$ cat src/rtl/mips_pkg.sv
// Shared constants for the MIPS register file: geometry and the hard-wired zero index.
// Latency: n/a (package only).
// Backpressure: n/a (package only).
package mips_pkg;

    localparam int DATA_W   = 32;
    localparam int ADDR_W   = 5;
    localparam int NUM_REGS = 1 << ADDR_W;

    // Index of the architectural $zero register.
    localparam logic [ADDR_W-1:0] REG_ZERO = '0;

endpackage : mips_pkg

$ cat src/rtl/mips_regfile_decoder5to32.sv
// Write-enable decoder: one-hot select of the destination register, all-zero when disabled.
// Latency: combinational.
// Backpressure: none; the output follows the inputs every cycle.
//
// Ports:
//   addr_i   - register index to select
//   en_i     - decode enable; when low the output is all zeros regardless of addr_i
//   onehot_o - one bit per register, at most one bit set
module decoder5to32 #(
    parameter int ADDR_W  = 5,
    parameter int NUM_OUT = 1 << ADDR_W
) (
    input  logic [ADDR_W-1:0]  addr_i,
    input  logic               en_i,
    output logic [NUM_OUT-1:0] onehot_o
);

    // Gating on en_i first keeps an undriven/unknown addr_i from reaching the
    // register enables while no write is requested.
    always_comb begin
        onehot_o = '0;
        if (en_i) begin
            onehot_o[addr_i] = 1'b1;
        end
    end

endmodule : decoder5to32

$ cat src/rtl/mips_regfile.sv
// MIPS general-purpose register file: 2**ADDR_W x DATA_W, two combinational read ports, one write port.
// Latency: reads 0 cycles, writes visible after 1 rising edge (same cycle when REGFILE_BYPASS_EN forwards).
// Backpressure: none; a write is accepted every cycle reg_write is high.
//
// Build option: define REGFILE_BYPASS_EN to forward write_data to a read port whose
// index matches the in-flight write; otherwise reads return the pre-edge stored value.
//
// Ports:
//   clk        - single clock, all state updates on its rising edge
//   reset      - synchronous active-high reset, clears every register, wins over a write
//   reg_write  - write enable from the control unit
//   write_reg  - destination index (writes to index 0 are dropped)
//   write_data - write-back value from the MemtoReg mux
//   read_reg1  - rs index,  read_data1 - its contents
//   read_reg2  - rt index,  read_data2 - its contents
module mips_regfile #(
    parameter int DATA_W = mips_pkg::DATA_W,
    parameter int ADDR_W = mips_pkg::ADDR_W
) (
    input  logic              clk,
    input  logic              reset,
    input  logic              reg_write,
    input  logic [ADDR_W-1:0] write_reg,
    input  logic [DATA_W-1:0] write_data,
    input  logic [ADDR_W-1:0] read_reg1,
    input  logic [ADDR_W-1:0] read_reg2,
    output logic [DATA_W-1:0] read_data1,
    output logic [DATA_W-1:0] read_data2
);

    import mips_pkg::*;

    localparam int REG_CNT = 1 << ADDR_W;
    localparam logic [ADDR_W-1:0] ZERO_IDX = ADDR_W'(REG_ZERO);

    logic [REG_CNT-1:0] wr_en;
    logic               wr_req;
    logic [DATA_W-1:0]  regs_q [REG_CNT];
    logic [DATA_W-1:0]  regs_d [REG_CNT];

    // $zero is filtered before the decoder so its enable can never fire.
    assign wr_req = reg_write && (write_reg != ZERO_IDX);

    decoder5to32 #(
        .ADDR_W  (ADDR_W),
        .NUM_OUT (REG_CNT)
    ) u_wr_dec (
        .addr_i   (write_reg),
        .en_i     (wr_req),
        .onehot_o (wr_en)
    );

    always_comb begin
        for (int i = 0; i < REG_CNT; i++) begin
            regs_d[i] = wr_en[i] ? write_data : regs_q[i];
        end
    end

    // Reset is checked first so a coincident write is lost and the whole
    // array clears in one edge.
    always_ff @(posedge clk) begin
        if (reset) begin
            for (int i = 0; i < REG_CNT; i++) begin
                regs_q[i] <= '0;
            end
        end else begin
            for (int i = 0; i < REG_CNT; i++) begin
                regs_q[i] <= regs_d[i];
            end
        end
    end

    // Index 0 is forced to zero at the mux so it reads 0 even before the
    // first reset has initialised the storage.
    always_comb begin
        read_data1 = (read_reg1 == ZERO_IDX) ? '0 : regs_q[read_reg1];
        read_data2 = (read_reg2 == ZERO_IDX) ? '0 : regs_q[read_reg2];
`ifdef REGFILE_BYPASS_EN
        if (wr_req && (write_reg == read_reg1)) begin
            read_data1 = write_data;
        end
        if (wr_req && (write_reg == read_reg2)) begin
            read_data2 = write_data;
        end
`else
`endif
    end

endmodule : mips_regfile

$ cat config.mk
export PLATFORM = sky130hd
export DESIGN_NAME = mips_regfile
export DESIGN_NICKNAME = d
export VERILOG_FILES = /design/src/rtl/mips_pkg.sv /design/src/rtl/mips_regfile_decoder5to32.sv /design/src/rtl/mips_regfile.sv
export SDC_FILE = /design/constraint.sdc
export NUM_CORES = 1
export LEC_CHECK = 0
export ABC_CLOCK_PERIOD_IN_PS = 2900
export CAP_MARGIN = 10
export CORE_ASPECT_RATIO = 2
export CORE_MARGIN = 2
export CORE_UTILIZATION = 35
export DETAILED_ROUTE_END_ITERATION = 8
export PLACE_DENSITY_LB_ADDON = 0.25
export SLEW_MARGIN = 10
export SYNTH_ARGS = -nofsm -noshare
export SYNTH_HDL_FRONTEND = slang
export SYNTH_SLANG_ARGS = --single-unit
export TNS_END_PERCENT = 100
$ cat constraint.sdc
create_clock -name clk -period 2.9 [get_ports clk]
set_clock_uncertainty 0.1 [all_clocks]
set_input_delay 0.435 -clock clk [delete_from_list [all_inputs] [get_ports clk]]
set_output_delay 0.435 -clock clk [all_outputs]
set_load 0.005 [all_outputs]
Word-level counts from Yosys, hierarchy flattened:

Memories as Yosys holds them, arrays and structs flattened.
Index checks and enable logic that the tools add are counted.

* $add $sub $neg: 0
* multipliers: 0
* divide/modulo/power cells: 0
* order comparisons: 2
* equal/unequal tests: 32
* shift-type cells: 0
* muxes and demuxes: 72
* bitwise logic cells: 32
* reduce and logical (&&, ||, !) cells: 37

Operators by type and width (count)
* $mux 32: 67
* $reduce_and 2->1: 32
* $ne 1x1->1 const B: 32
* $or 1x1->1: 32
* $logic_not 5->1: 2
* $lt 5x6->1 const B: 1
* $demux 1 s5: 1
* $ge 5x1->1 const B: 1
* $reduce_bool 5->1: 1
* $mux 1: 4
* $logic_and 1x1->1: 2

* flip-flop bits (word level): 0
* bits in latches: 0
* bits in writable memories: 1024
* bits in read-only memories: 0
* input bits: 50
* word-level logic and storage cells: 176
* memories kept: 1

Memories
* regs_q: words 32, width 32, rd ports 2, clocked after Yosys merged registers in 0, write ports 32, RTL line mips_regfile.sv:38 `logic [DATA_W-1:0] regs_q [REG_CNT];`

Depth between registers and ports, before layout:

* word-level depth: 8
* gate-level depth with buffers: 9
* gate-level depth less buffers: 4

Hierarchy:

A second synthesis with hierarchy kept.

* cell total of the unflattened synthesis: 3301
* area, all modules: 52347.7 µm²

By module, submodules not included
* mips_regfile: times used 1, cells each 3254, area an instance 52117.5 µm², sequential area each 30749.5 µm²
* decoder5to32: times used 1, cells each 47, area an instance 230.2 µm², sequential area each 0.0 µm²

Worst setup path before layout:

Ideal clock, no wire load.

* path kind: input to register
* start point: input write_reg[1]
* end point: memory regs_q[20][0], enable pin
* setup time: 0.428 ns
* arrival: 2.475 ns
* required time: 2.372 ns
* setup slack: -0.103 ns
* stages on the path: 2
* buffers on the path: 0
* cell sequence: or3b_2 o21bai_1

RTL lines
* start, declared: RTL line mips_regfile.sv:23 `input logic [ADDR_W-1:0] write_reg,`
* end, declared: RTL line mips_regfile.sv:38

==> impl_metrics.py <==
metrics = {
    "finish": {
        "drive_above_1_share": 0.3808,
        "syn_to_final_growth_pct": 23.17,
        "layout_commonest_cell": "edfxtp_1",
        "layout_common_cells": "1024 x edfxtp_1, 549 x nor2_1, 448 x mux4_2",
        "final_cell_count_no_fill": 5490,
        "final_area_mm2": 0.06198,
        "final_util": 0.4343,
        "top_regs": "regs_q x1024",
        "largest_register_ffs": 1024,
        "fillers": 12770,
        "fin_nets": 3592,
        "largest_register": "regs_q",
    },
    "sta": {
        "slew_viol_final": 0,
        "rsz0062_at_grt": "yes",
        "fin_crit_ps": 3011,
        "setup_slack_ps": -111.3,
        "timing.fmax_mhz": 332.1,
        "setup_tns_ps": -635.7,
        "setup_viol": 14,
        "worst_hold_slack_ps": 270.0,
        "max_slew_margin": 0.4581,
        "layout_worst_path_cycle_share": 1.038,
        "worstMarginPinSlew_ps": 810.9,
        "hold_violations": 0,
    },
    "floorplan": {
        "core_mm2": 0.1427,
        "die_x_um": 272.1,
        "ios": 114,
        "start_util": 0.3526,
        "die_y_um": 540.2,
        "die-area_mm2": 0.1470,
        "rows": 196,
    },
    "flow_run": {
        "cap_violations": 0,
    },
    "min_path": {
        "hold_class": "in -> reg",
    },
    "drt": {
        "drcViolationCount": 0,
        "dr_total_vias": 33210,
        "viasPerCell": 6.050,
        "drt_first_pass_iters": 7,
        "drt_iter0_markers": 3674,
        "wire_per_inst_um": 33.74,
        "wl_um": 185200,
        "ant_nets": 0,
    },
    "synthesis": {
        "synth_cell_type_count": 38,
        "synth_seq_area_share": 0.6110,
        "yosysWarningCount": 0,
        "syn-instance-count": 3115,
        "synth_top_area_cell": "edfxtp_1",
        "synth_seq_cells": 1024,
        "synthTopCellsByArea": "edfxtp_1 61%, mux4_2 20%, nor2_1 4.1%",
        "synth_top_cell_area_share": 0.6110,
        "avgSynthCellArea_um2": 16.16,
        "netlist_area_mm2": 0.05032,
    },
    "worst_setup_path": {
        "required_ps": 2370,
        "worstPathMaxFanout": 2,
        "end_kind": "output port",
        "crit_arrival_ps": 2480,
        "critPathLaunchType": "register",
        "critPathKind": "reg -> out",
    },
    "power": {
        "p_seq_frac": 0.504,
        "p_int_mw": 26.58,
        "power.density_mw_per_mm2": 574.2,
        "switching_share": 0.2530,
        "ir_drop_mv": 0.4871,
        "pwr-share-comb": 0.157,
        "p_leak_nw": 21.30,
        "power_switching_mw": 9.006,
        "pwr-share-clk": 0.339,
        "finalPower_mw": 35.59,
    },
    "clock_tree": {
        "root_buffer": "clkbuf_16",
        "clockBufferDepth": 3,
        "cts_tree": "done",
        "path_clk_slew_ps": 70,
        "cts.htree.levels": 3,
        "clkSinkCount": 1024,
        "cts_made_buffers": 86,
    },
    "run_status": {
        "violations": "negative setup slack",
        "outcome": "complete, but fails checks",
    },
    "global_routing": {
        "grt_pass1_wl_um": 257800,
        "overflow": 0,
        "grt_antenna_before_repair": 1,
        "grt_pass1_vias": 34640,
        "grt_max_degree": 40,
        "track_usage": 0.2502,
    },
    "place": {
        "dp_cells": 5344,
        "hpwl_um": 123400,
        "portBuffers": 113,
        "place_area_mm2": 0.05829,
        "gp_congestion": 0.8813,
        "dp_slack_ps": -826.4,
    },
}
[power groups by stage]
stage          Clock, mW  Combinational [mW]  Sequential (mW)
2_1_floorplan          0                2.82             18.0
3_3_place_gp           0                5.34             18.2
3_5_place_dp           0                5.37             18.2
4_1_cts             12.2                5.54             17.9
5_1_grt             12.7                5.79             18.0
6_report            12.1                5.59             17.9
[cells in the mapped netlist]
master,n
edfxtp_1,1024
a211oi_1,32
o21ai_1,26
a221o_1,32
conb_1,1
buf_8,3
a31oi_1,32
buf_12,2
or2_2,2
nor2_1,552
a221oi_1,47
nor3b_1,4
nand3_1,2
nand2_1,52
o21bai_1,12
buf_2,61
and3b_1,3
nor2b_1,37
nand3b_1,3
or3b_2,1
and2_1,2
buf_6,6
a21o_1,2
clkbuf_1,188
o21ai_0,53
mux2i_1,192
buf_1,29
buf_4,35
a22oi_1,64
mux2_2,32
mux4_2,448
nand2b_1,50
nor3_1,1
a311oi_1,32
o2111ai_1,17
and3_1,1
or4_1,1
inv_1,34
[kinds of logic (layout without fill, tap and decap cells)]
| group | Yosys count | in the layout | share of synthesized area |
|---|---|---|---|
| other cells | 1 | 33 | 0.00007452 |
| mux | 672 | 672 | 0.2458 |
| buf+inv | 358 | 820 | 0.03304 |
| flops | 1024 | 1024 | 0.6110 |
| compound gates | 349 | 349 | 0.05132 |
| simple gates | 711 | 711 | 0.05868 |
[repair_timing]
item / CTS / global route
hold buffers: 0 / 0
gates cloned: 4 / 0
resized for setup: 474 / 38
buffers inserted: 5 / 1
endpoints found under the hold margin: 0 / 0
pin swaps: 67 / 36
endpoints found under the setup margin: 64 / 58
[worst max-delay path, stage by stage, from the launching register on]
cell	delay, ps
edfxtp_1	390
mux4_2	490
mux2i_2	200
buf_4	170
a221o_1	260
a31oi_2	80
buf_2	190
[area by class of cell]
| class | instances | area, um2 | area share |
|---|---|---|---|
| clock inverter | 50 | 506.7 | 0.008176 |
| multi-input combinational | 1764 | 19290 | 0.3112 |
| clock buffer | 104 | 2326 | 0.03753 |
| inverter | 34 | 131.4 | 0.002120 |
| antenna | 1 | 2.502 | 0.00004037 |
| timing repair buffer | 632 | 6624 | 0.1069 |
| sequential | 1024 | 30750 | 0.4961 |
| tap | 1881 | 2354 | 0.03797 |
[metal layers]
layer / global-route usage / wire, um / vias up
li1: - / - / 13290
met1: 0.2875 / 64900 / 17680
met2: 0.4542 / 97770 / 1759
met3: 0.03242 / 12120 / 485
met4: 0.1247 / 10430 / 0
met5: 0 / 0 / -
[final timing paths]
path / cells after the start / endpoint / startpoint
setup / recovery: 6 / read_data2[8] / regs_q[14][8]$_SDFFCE_PN0P_
hold / removal: 2 / regs_q[0][21]$_SDFFCE_PN0P_ / reset
No activity file was read; power rests on OpenSTA's default activity.
